`src/rtl/flash_fill.sv`:
```
// flash_fill: copies the main region from flash into main SRAM after reset, then
// services read misses by fetching one aligned SUB_DEPTH-word block into sub-SRAM.
module flash_fill #(
    parameter int unsigned           ADDR_WIDTH = 32,
    parameter int unsigned           DATA_WIDTH = 32,
    parameter int unsigned           SUB_DEPTH  = 16,
    parameter logic [ADDR_WIDTH-1:0] MAIN_LOWER = ADDR_WIDTH'(32'h0000_0000),
    parameter logic [ADDR_WIDTH-1:0] MAIN_UPPER = ADDR_WIDTH'(32'h0000_0400)
) (
    input  logic                  clk,
    input  logic                  grst,
    input  logic                  miss_vld,
    input  logic [ADDR_WIDTH-1:0] miss_addr,
    output logic                  miss_rdy,
    output logic                  flash_req,
    output logic [ADDR_WIDTH-1:0] flash_addr,
    input  logic                  flash_gnt,
    input  logic                  flash_vld,
    input  logic [DATA_WIDTH-1:0] flash_data,
    output logic                  wr_en,
    output logic                  wr_main,
    output logic [ADDR_WIDTH-1:0] waddr,
    output logic [DATA_WIDTH-1:0] wdata,
    output logic                  preload_done,
    output logic                  fill_done,
    output logic                  miss_err
);

    typedef enum logic [2:0] {
        PRELOAD_REQ,
        PRELOAD_WAIT,
        IDLE,
        FILL_REQ,
        FILL_WAIT
    } state_e;

    localparam logic [ADDR_WIDTH-1:0] OFF_MASK = ADDR_WIDTH'(SUB_DEPTH - 1);

    state_e                state_q, state_d;
    logic [ADDR_WIDTH-1:0] cnt_q, cnt_d;
    logic                  req_q, req_d;
    logic                  wr_en_q, wr_en_d;
    logic                  wr_main_q, wr_main_d;
    logic [ADDR_WIDTH-1:0] waddr_q, waddr_d;
    logic [DATA_WIDTH-1:0] wdata_q, wdata_d;
    logic                  pre_done_q, pre_done_d;
    logic                  fill_done_q, fill_done_d;
    logic                  miss_err_q, miss_err_d;

    logic [ADDR_WIDTH-1:0] base;
    logic [ADDR_WIDTH-1:0] cnt_inc;
    logic                  accept;
    logic                  in_main;
    logic                  blk_last;
    logic                  gnt_taken;

    assign miss_rdy  = (state_q == IDLE) && !fill_done_q;
    assign accept    = miss_vld && miss_rdy;
    assign base      = miss_addr & ~OFF_MASK;
    // Unsigned range test [LOWER, UPPER) via offset from LOWER; avoids a constant compare when LOWER is 0.
    assign in_main   = (base - MAIN_LOWER) < (MAIN_UPPER - MAIN_LOWER);
    assign cnt_inc   = cnt_q + ADDR_WIDTH'(1);
    assign blk_last  = (cnt_q & OFF_MASK) == OFF_MASK;
    assign gnt_taken = req_q && flash_gnt;

    assign flash_req    = req_q;
    assign flash_addr   = req_q ? cnt_q : '0;
    assign wr_en        = wr_en_q;
    assign wr_main      = wr_main_q;
    assign waddr        = waddr_q;
    assign wdata        = wdata_q;
    assign preload_done = pre_done_q;
    assign fill_done    = fill_done_q;
    assign miss_err     = miss_err_q;

    always_comb begin
        state_d     = state_q;
        cnt_d       = cnt_q;
        req_d       = 1'b0;
        wr_en_d     = 1'b0;
        wr_main_d   = wr_main_q;
        waddr_d     = waddr_q;
        wdata_d     = wdata_q;
        pre_done_d  = pre_done_q;
        fill_done_d = 1'b0;
        miss_err_d  = 1'b0;
        case (state_q)
            PRELOAD_REQ: begin
                if (gnt_taken) state_d = PRELOAD_WAIT;
                else           req_d   = 1'b1;
            end
            PRELOAD_WAIT: begin
                if (flash_vld) begin
                    wr_en_d   = 1'b1;
                    wr_main_d = 1'b1;
                    waddr_d   = cnt_q;
                    wdata_d   = flash_data;
                    cnt_d     = cnt_inc;
                    if (cnt_inc == MAIN_UPPER) begin
                        pre_done_d = 1'b1;
                        state_d    = IDLE;
                    end else begin
                        state_d = PRELOAD_REQ;
                        req_d   = 1'b1;
                    end
                end
            end
            IDLE: begin
                if (accept) begin
                    if (in_main) begin
                        miss_err_d = 1'b1;
                    end else begin
                        cnt_d   = base;
                        state_d = FILL_REQ;
                        req_d   = 1'b1;
                    end
                end
            end
            FILL_REQ: begin
                if (gnt_taken) state_d = FILL_WAIT;
                else           req_d   = 1'b1;
            end
            FILL_WAIT: begin
                if (flash_vld) begin
                    wr_en_d   = 1'b1;
                    wr_main_d = 1'b0;
                    waddr_d   = cnt_q;
                    wdata_d   = flash_data;
                    cnt_d     = cnt_inc;
                    if (blk_last) begin
                        fill_done_d = 1'b1;
                        state_d     = IDLE;
                    end else begin
                        state_d = FILL_REQ;
                        req_d   = 1'b1;
                    end
                end
            end
            default: state_d = PRELOAD_REQ;
        endcase
    end

    always_ff @(posedge clk or posedge grst) begin
        if (grst) begin
            state_q     <= PRELOAD_REQ;
            cnt_q       <= MAIN_LOWER;
            req_q       <= 1'b0;
            wr_en_q     <= 1'b0;
            wr_main_q   <= 1'b0;
            waddr_q     <= '0;
            wdata_q     <= '0;
            pre_done_q  <= 1'b0;
            fill_done_q <= 1'b0;
            miss_err_q  <= 1'b0;
        end else begin
            state_q     <= state_d;
            cnt_q       <= cnt_d;
            req_q       <= req_d;
            wr_en_q     <= wr_en_d;
            wr_main_q   <= wr_main_d;
            waddr_q     <= waddr_d;
            wdata_q     <= wdata_d;
            pre_done_q  <= pre_done_d;
            fill_done_q <= fill_done_d;
            miss_err_q  <= miss_err_d;
        end
    end

endmodule

```
`config.mk`:
```
export PLATFORM = sky130hd
export DESIGN_NAME = flash_fill
export DESIGN_NICKNAME = d
export VERILOG_FILES = /design/src/rtl/flash_fill.sv
export SDC_FILE = /design/constraint.sdc
export NUM_CORES = 1
export LEC_CHECK = 0
export CELL_PAD_IN_SITES_DETAIL_PLACEMENT = 0
export CELL_PAD_IN_SITES_GLOBAL_PLACEMENT = 2
export CORE_MARGIN = 1
export CORE_UTILIZATION = 25
export CTS_BUF_LIST = sky130_fd_sc_hd__clkbuf_8
export DETAILED_ROUTE_END_ITERATION = 8
export PLACE_DENSITY = 0.79
export SLEW_MARGIN = 20
export SYNTH_ARGS = -nofsm -noshare
export SYNTH_HDL_FRONTEND = slang
export SYNTH_SLANG_ARGS = --single-unit
```
`constraint.sdc`:
```
create_clock -name clk -period 3.31 [get_ports clk]
set_input_delay 0.662 -clock clk [delete_from_list [all_inputs] [get_ports clk]]
set_output_delay 0.662 -clock clk [all_outputs]
set_load 0.01 [all_outputs]
```
* After elaboration in Yosys (flattened, before gate mapping)
Cells that the tools add are included.
Storage, ports and cells: logic and storage cells 72, input bits 69, register bits 105, output and inout port bits 103
Cells by class: reductions and logical operators 14, eq/ne operators 13, muxes and demuxes 33, add/sub/neg operators 1, $lt $le $gt $ge 1
Operator list (number):
- 32-bit two-way mux | 4
- 32-bit one-hot mux with 2 select lines | 1
- 32-bit by 1-bit adder with 32-bit output, second input constant | 1
- 32-bit by 11-bit equality test with 1-bit output, second input constant | 1
- 32-bit by 11-bit < comparator with 1-bit output, second input constant | 1
- 1-bit two-way mux | 18
- 3-bit two-way mux | 6
- 3-bit one-hot mux with 5 select lines | 1
- 2-bit inequality test, second input constant | 6
- 3-bit by 2-bit equality test with 1-bit output, second input constant | 2
- 3-bit AND reduction | 2
- 6-bit AND reduction | 1
- 4-bit equality test, second input constant | 1
- 1-bit one-hot mux with 4 select lines | 1
- 4-bit AND reduction | 1
- 2-bit nonzero test | 2
- 2-bit OR reduction | 2
- 3-bit by 1-bit equality test with 1-bit output, second input constant | 1
- 3-bit equality test, second input constant | 1
- 1-bit logical AND | 3
- 3-bit zero test | 1
- 2-bit two-way mux | 1
- 2-bit by 1-bit inequality test with 1-bit output, second input constant | 1
- 1-bit one-hot mux with 2 select lines | 1
- other kinds (2) | 2

* Depth between registers and ports, before layout
Gate-level depths: netlist of the first run.
depth in word-level cells 5, gate-level depth with buffers 10, mapped depth without buffers 8

* Worst setup path before layout of the first run
No wires, ideal clock.
kind register to register, from register cnt_q[1], to register state_q[1], arrival time 2600 ps, path slack 634 ps, library setup time 77 ps, period minus slack after synthesis 2676 ps, buffers on the path 1, stages on the path, launching flop included 10, path through dfrtp_1 -> ha_1 -> nand4_1 -> or4_1 -> buf_2 -> or2_4 -> o31ai_4 -> o211ai_2 -> or4_1 -> o21ai_1
Between the ends: word-level cells in the longest chain between the ends 5
RTL lines:
- start: declaration | RTL line 40 | logic [ADDR_WIDTH-1:0] cnt_q, cnt_d;
- start signal: assignment | RTL line 157 | cnt_q <= cnt_d;
- 32-bit by 1-bit adder with 32-bit output | RTL line 62 | assign cnt_inc = cnt_q + ADDR_WIDTH'(1);
- 32-bit by 11-bit equality test with 1-bit output | RTL line 99 | if (cnt_inc == MAIN_UPPER) begin
- 2-bit two-way mux | RTL line 99
- 3-bit two-way mux | RTL line 93 | if (flash_vld) begin
- 3-bit one-hot mux with 5 select lines | RTL line 87 | case (state_q)
- end signal: assignment | RTL line 156 | state_q <= state_d;
- end: declaration | RTL line 39 | state_e state_q, state_d;
No other way between the ends. The select of a mux whose other input is x is not followed. A chain may end at the register's enable or synchronous reset.

* Worst setup path in the final report of the first run
from register cnt_q[12], to register state_q[1]
Same word-level chain as after synthesis.

==> results of run 1 <==
registers in the layout, summed over array words and instances (netlist names):
name and count:
waddr 32, preload_done 1, wr_main 1, wr_en 1, miss_err 1, state_q 3, cnt_q 32, fill_done 1
wdata 32, flash_req 1
cell usage after synthesis (2+ instances only):
| cell type | n | area [um^2] |
|---|---|---|
| and4_1 | 7 | 61.31 |
| clkbuf_1 | 49 | 183.9 |
| nor2_1 | 32 | 120.1 |
| dfrtp_1 | 105 | 2628 |
| o31a_1 | 2 | 17.52 |
| o21ai_0 | 36 | 180.2 |
| nor2b_1 | 2 | 12.51 |
| mux2i_1 | 4 | 40.04 |
| nand2b_1 | 4 | 25.02 |
| nor4b_1 | 2 | 17.52 |
| o41ai_1 | 2 | 17.52 |
| o21ai_1 | 3 | 15.01 |
| and2_1 | 40 | 250.2 |
| o211ai_1 | 2 | 15.01 |
| buf_4 | 5 | 37.54 |
| nand2_1 | 234 | 878.3 |
| xnor2_1 | 9 | 78.83 |
| nand3_1 | 15 | 75.07 |
| a31oi_1 | 4 | 25.02 |
| and3_1 | 7 | 43.79 |
| buf_2 | 10 | 50.05 |
| or4_1 | 5 | 37.54 |
| nor4_1 | 10 | 62.56 |
| o21a_1 | 2 | 15.01 |
| xor2_1 | 3 | 26.28 |
| a2bb2oi_1 | 2 | 17.52 |
| a2111o_1 | 2 | 22.52 |
| nand4_1 | 17 | 106.4 |
| inv_1 | 9 | 33.78 |
| a21oi_1 | 54 | 270.3 |
| o22a_1 | 2 | 17.52 |
| nor3_1 | 13 | 65.06 |
| or3_1 | 3 | 18.77 |
| o22ai_1 | 16 | 100.1 |
worst register-to-register path, stage by stage, from the launching register on:
cell and delay (ns):
dfrtp_1 0.53, nand4_1 0.24, or4_1 0.67, o21ai_1 0.18, o211ai_1 0.14, a2111o_1 0.40
or4_1 0.52, o21ai_1 0.12
routing by layer:
layer	GRT usage, %	vias up	wire [um]	share of wire (%)
met4	4.233	0	156	0.82
li1	-	2721	-	-
met2	25.78	121	8683	45
met1	23.57	2543	9420	49
met3	3.374	11	841	4.4
met5	0	-	0	0
cells by family after synthesis:
family,Yosys count,share of synthesized area (%)
xor gates and xnor gates,12,1.847
muxes,4,0.7036
and+or+nand+nor,396,31.97
adders and majority gates,1,0.2198
DFF,105,46.17
buffers and inverters,74,5.431
AOI/OAI and AO/OA,133,13.65
metrics by stage:
| step | worst slack, ns | power (mW) | area [um^2] | hold WS [ns] | cells |
|---|---|---|---|---|---|
| global placement | 0.3764 | 6.650 | 7745 | 0.4520 | 1141 |
| finish | 0.4297 | 7.461 | 7948 | 0.4781 | 1157 |
| floorplan | 0.6339 | 4.624 | 5694 | 0.4932 | 725 |
| global route | 0.3066 | 8.110 | 7948 | 0.4929 | 1157 |
| CTS | 0.3868 | 7.574 | 7948 | 0.4826 | 1157 |
| detailed placement | 0.3677 | 6.670 | 7745 | 0.4482 | 1141 |
final cells by class:
class,count,area (um^2)
Clock inverter,7,78.83
Timing Repair Buffer,200,1957
Inverter,10,41.29
Clock buffer,9,123.9
Sequential cell,105,2628
Fill cell,2300,14150
Multi-Input combinational cell,546,2769
Tap cell,280,350.3
layout by cell type, fill, tap and decap left out, drive strengths merged, types with 2 or more instances in the layout:
master | Yosys | final
or4 | 5 | 5
xnor2 | 9 | 9
dfrtp | 105 | 105
o22a | 2 | 2
nor2 | 32 | 32
o21a | 2 | 2
o31ai | 2 | 2
a2bb2oi | 2 | 2
a21oi | 54 | 54
o22ai | 16 | 16
o211ai | 3 | 3
o31a | 2 | 2
nor4b | 2 | 2
o21ai | 39 | 39
xor2 | 3 | 3
nand4 | 17 | 17
clkbuf | 49 | 9
nor4 | 10 | 10
mux2i | 4 | 4
nand2b | 4 | 4
and4 | 7 | 7
buf | 15 | 33
nand2 | 234 | 234
or3 | 3 | 3
a2111o | 2 | 2
inv | 10 | 14
nand3 | 16 | 16
nor3 | 14 | 14
nor2b | 2 | 2
clkdlybuf4s50 | 0 | 167
clkinv | 0 | 2
a31oi | 4 | 4
and3 | 7 | 7
o41ai | 2 | 2
and2 | 40 | 40
where the power goes:
| group | switching [mW] | leakage (nW) | internal (mW) | total, mW |
|---|---|---|---|---|
| clock network | 0.558 | 0.103 | 0.304 | 0.861 |
| registers | 0.612 | 1.29 | 1.87 | 2.48 |
| logic | 2.10 | 2.00 | 2.01 | 4.12 |
worst max-delay path by stage:
stage / from / end / slack, ns / cells past startpoint
2_1_floorplan: cnt_q[1] / state_q[1] / 0.63 / 9
3_3_place_gp: miss_addr[28] / cnt_q[29] / 0.38 / 9
3_5_place_dp: miss_addr[24] / cnt_q[29] / 0.37 / 8
4_1_cts: flash_req / flash_addr[25] / 0.39 / 3
5_1_grt: cnt_q[12] / state_q[1] / 0.31 / 7
6_report: cnt_q[12] / state_q[1] / 0.43 / 7
==> results.md, run 1 <==
- Crit path buffers/inverters: 0
- Num Clock Sinks: 105
- Worst slew margin: around 43%
- Hpwl dp: between 10,000 and 15,000 um
- Initial Util: about a quarter
- RSZ-0062 raised after global routing: false
- Worst r2r dst: state_q[1]
- Remaining routing DRC violations: 0
- Peak Freq: roughly 350 MHz
- Mapped cell area: approximately 5700 um^2
- Setup tns final: 0 ns
- Routability cong.: between 0.8 and 0.9
- Avg Inst Size Synth: a little under 8 um^2
- Die Ht: around 150 um
- Slowest CP cell: or4_1
- Core box area: 22,090 um^2
- Initial antenna violation count: 0
- Max-cap viol count: 0
- CP Cell Sequence: nand4_1 -> or4_1 -> o21ai_1 -> o211ai_1 -> a2111o_1 -> or4_1 -> o21ai_1
- Post-CTS Resized: 0
- Cell variety after synth: 47
- Layout Nets: between 900 and 1,000
- Hold Crit Class: reg -> reg
- Sequential area share after synthesis: a little under half
- Final setup skew: 0.009198 ns
- Setup crit start kind: flop
- Global-route wire length before repair: a little over 30,000 um
- FF-to-FF setup slack: between 0.4 and 0.5 ns
- Hold Path Sink: preload_done
- Drt pass-1 iters: 4
- Number of flops mapped to enable cells by yosys: 0
- Asr flop ratio synth: 100.0%
- Skew-Pair Late Insertion Delay: roughly 0.40 ns
- Tcrit/Tclk final: just under 90%
- Final setup fails: 0
- Gate Count Post-Synth: 725
- Hold depth: 1
- Vias per inst: between 4 and 5
- Vias in the first global route: between 5,000 and 6,000
- Die ar.: approximately 23,000 um^2
- Critical path's top delay family: simple AND/OR/NAND/NOR gates
- Largest net degree at the start of global routing: between 80 and 90
- WL per Instance: approximately 17 um
- Setup Buffers After CTS: 0
- R2r startpoint: cnt_q[12]
- DRT iter0 DRCs: 318
- Max IR drop VDD: around 0.00032 V
- Util after Layout: 35.97%
- ANT cells: 0
- Crit Path Class: reg -> reg
- Outcome: finished, final reports clean
- GRT Residual Overflow: 0
- Critical Path RT: between 3 and 4 ns
- Pleak: between 3 and 4 nW
- Layout cells sized above 1: between 6 and 7%
- CP Max Fanout: 7
- Routed Antenna Nets: 0
- I/O pin total: between 150 and 200
- Final wirelength: about 19,000 um
- Arrival time at the worst endpoint: roughly 3.2 ns
- Area grow syn2layout: 39.67%
- CTS Root Cell: clkbuf_8
- Tmin final: around 2.9 ns
- Slowest stage delay, CP: between 0.6 and 0.7 ns
- PortBufs: roughly 170
- Worst-path clk slew: 0.12 ns
- Pwr/cell area: about 940 nW/um^2
- CTS tree: yes
- CP endpoint kind: flop
- Max-slew violations: 0
- FP Rows: 54
- Yosys reg bits: approximately 110
- Most used DFF post-synth: dfrtp_1
- CTS H-Tree Depth: 3
- DIE WIDTH: 152.9 um
- Yosys warning total: 0
- Maximum clock insertion buffer count: 2
- CTS Hold Bufs: 0
- Final hold viol count: 0
- Slew @ Worst Pin: roughly 0.86 ns
- Syn nets: approximately 800
- R2R cell count: 7
- Vias post-DR: 5,396
- Gr usage total: between 10% and 20%
- Min-delay src: preload_done
- TritonCTS Buffers: 9
Power figures use the tool's default switching activity.
==> run 2: changes to the inputs <==
- CORE_MARGIN: 1 -> default
- GPL_ROUTABILITY_DRIVEN: default -> 0
==> results of run 2 <==
No change in the layout: final DEF, timing and power equal those of run 1.
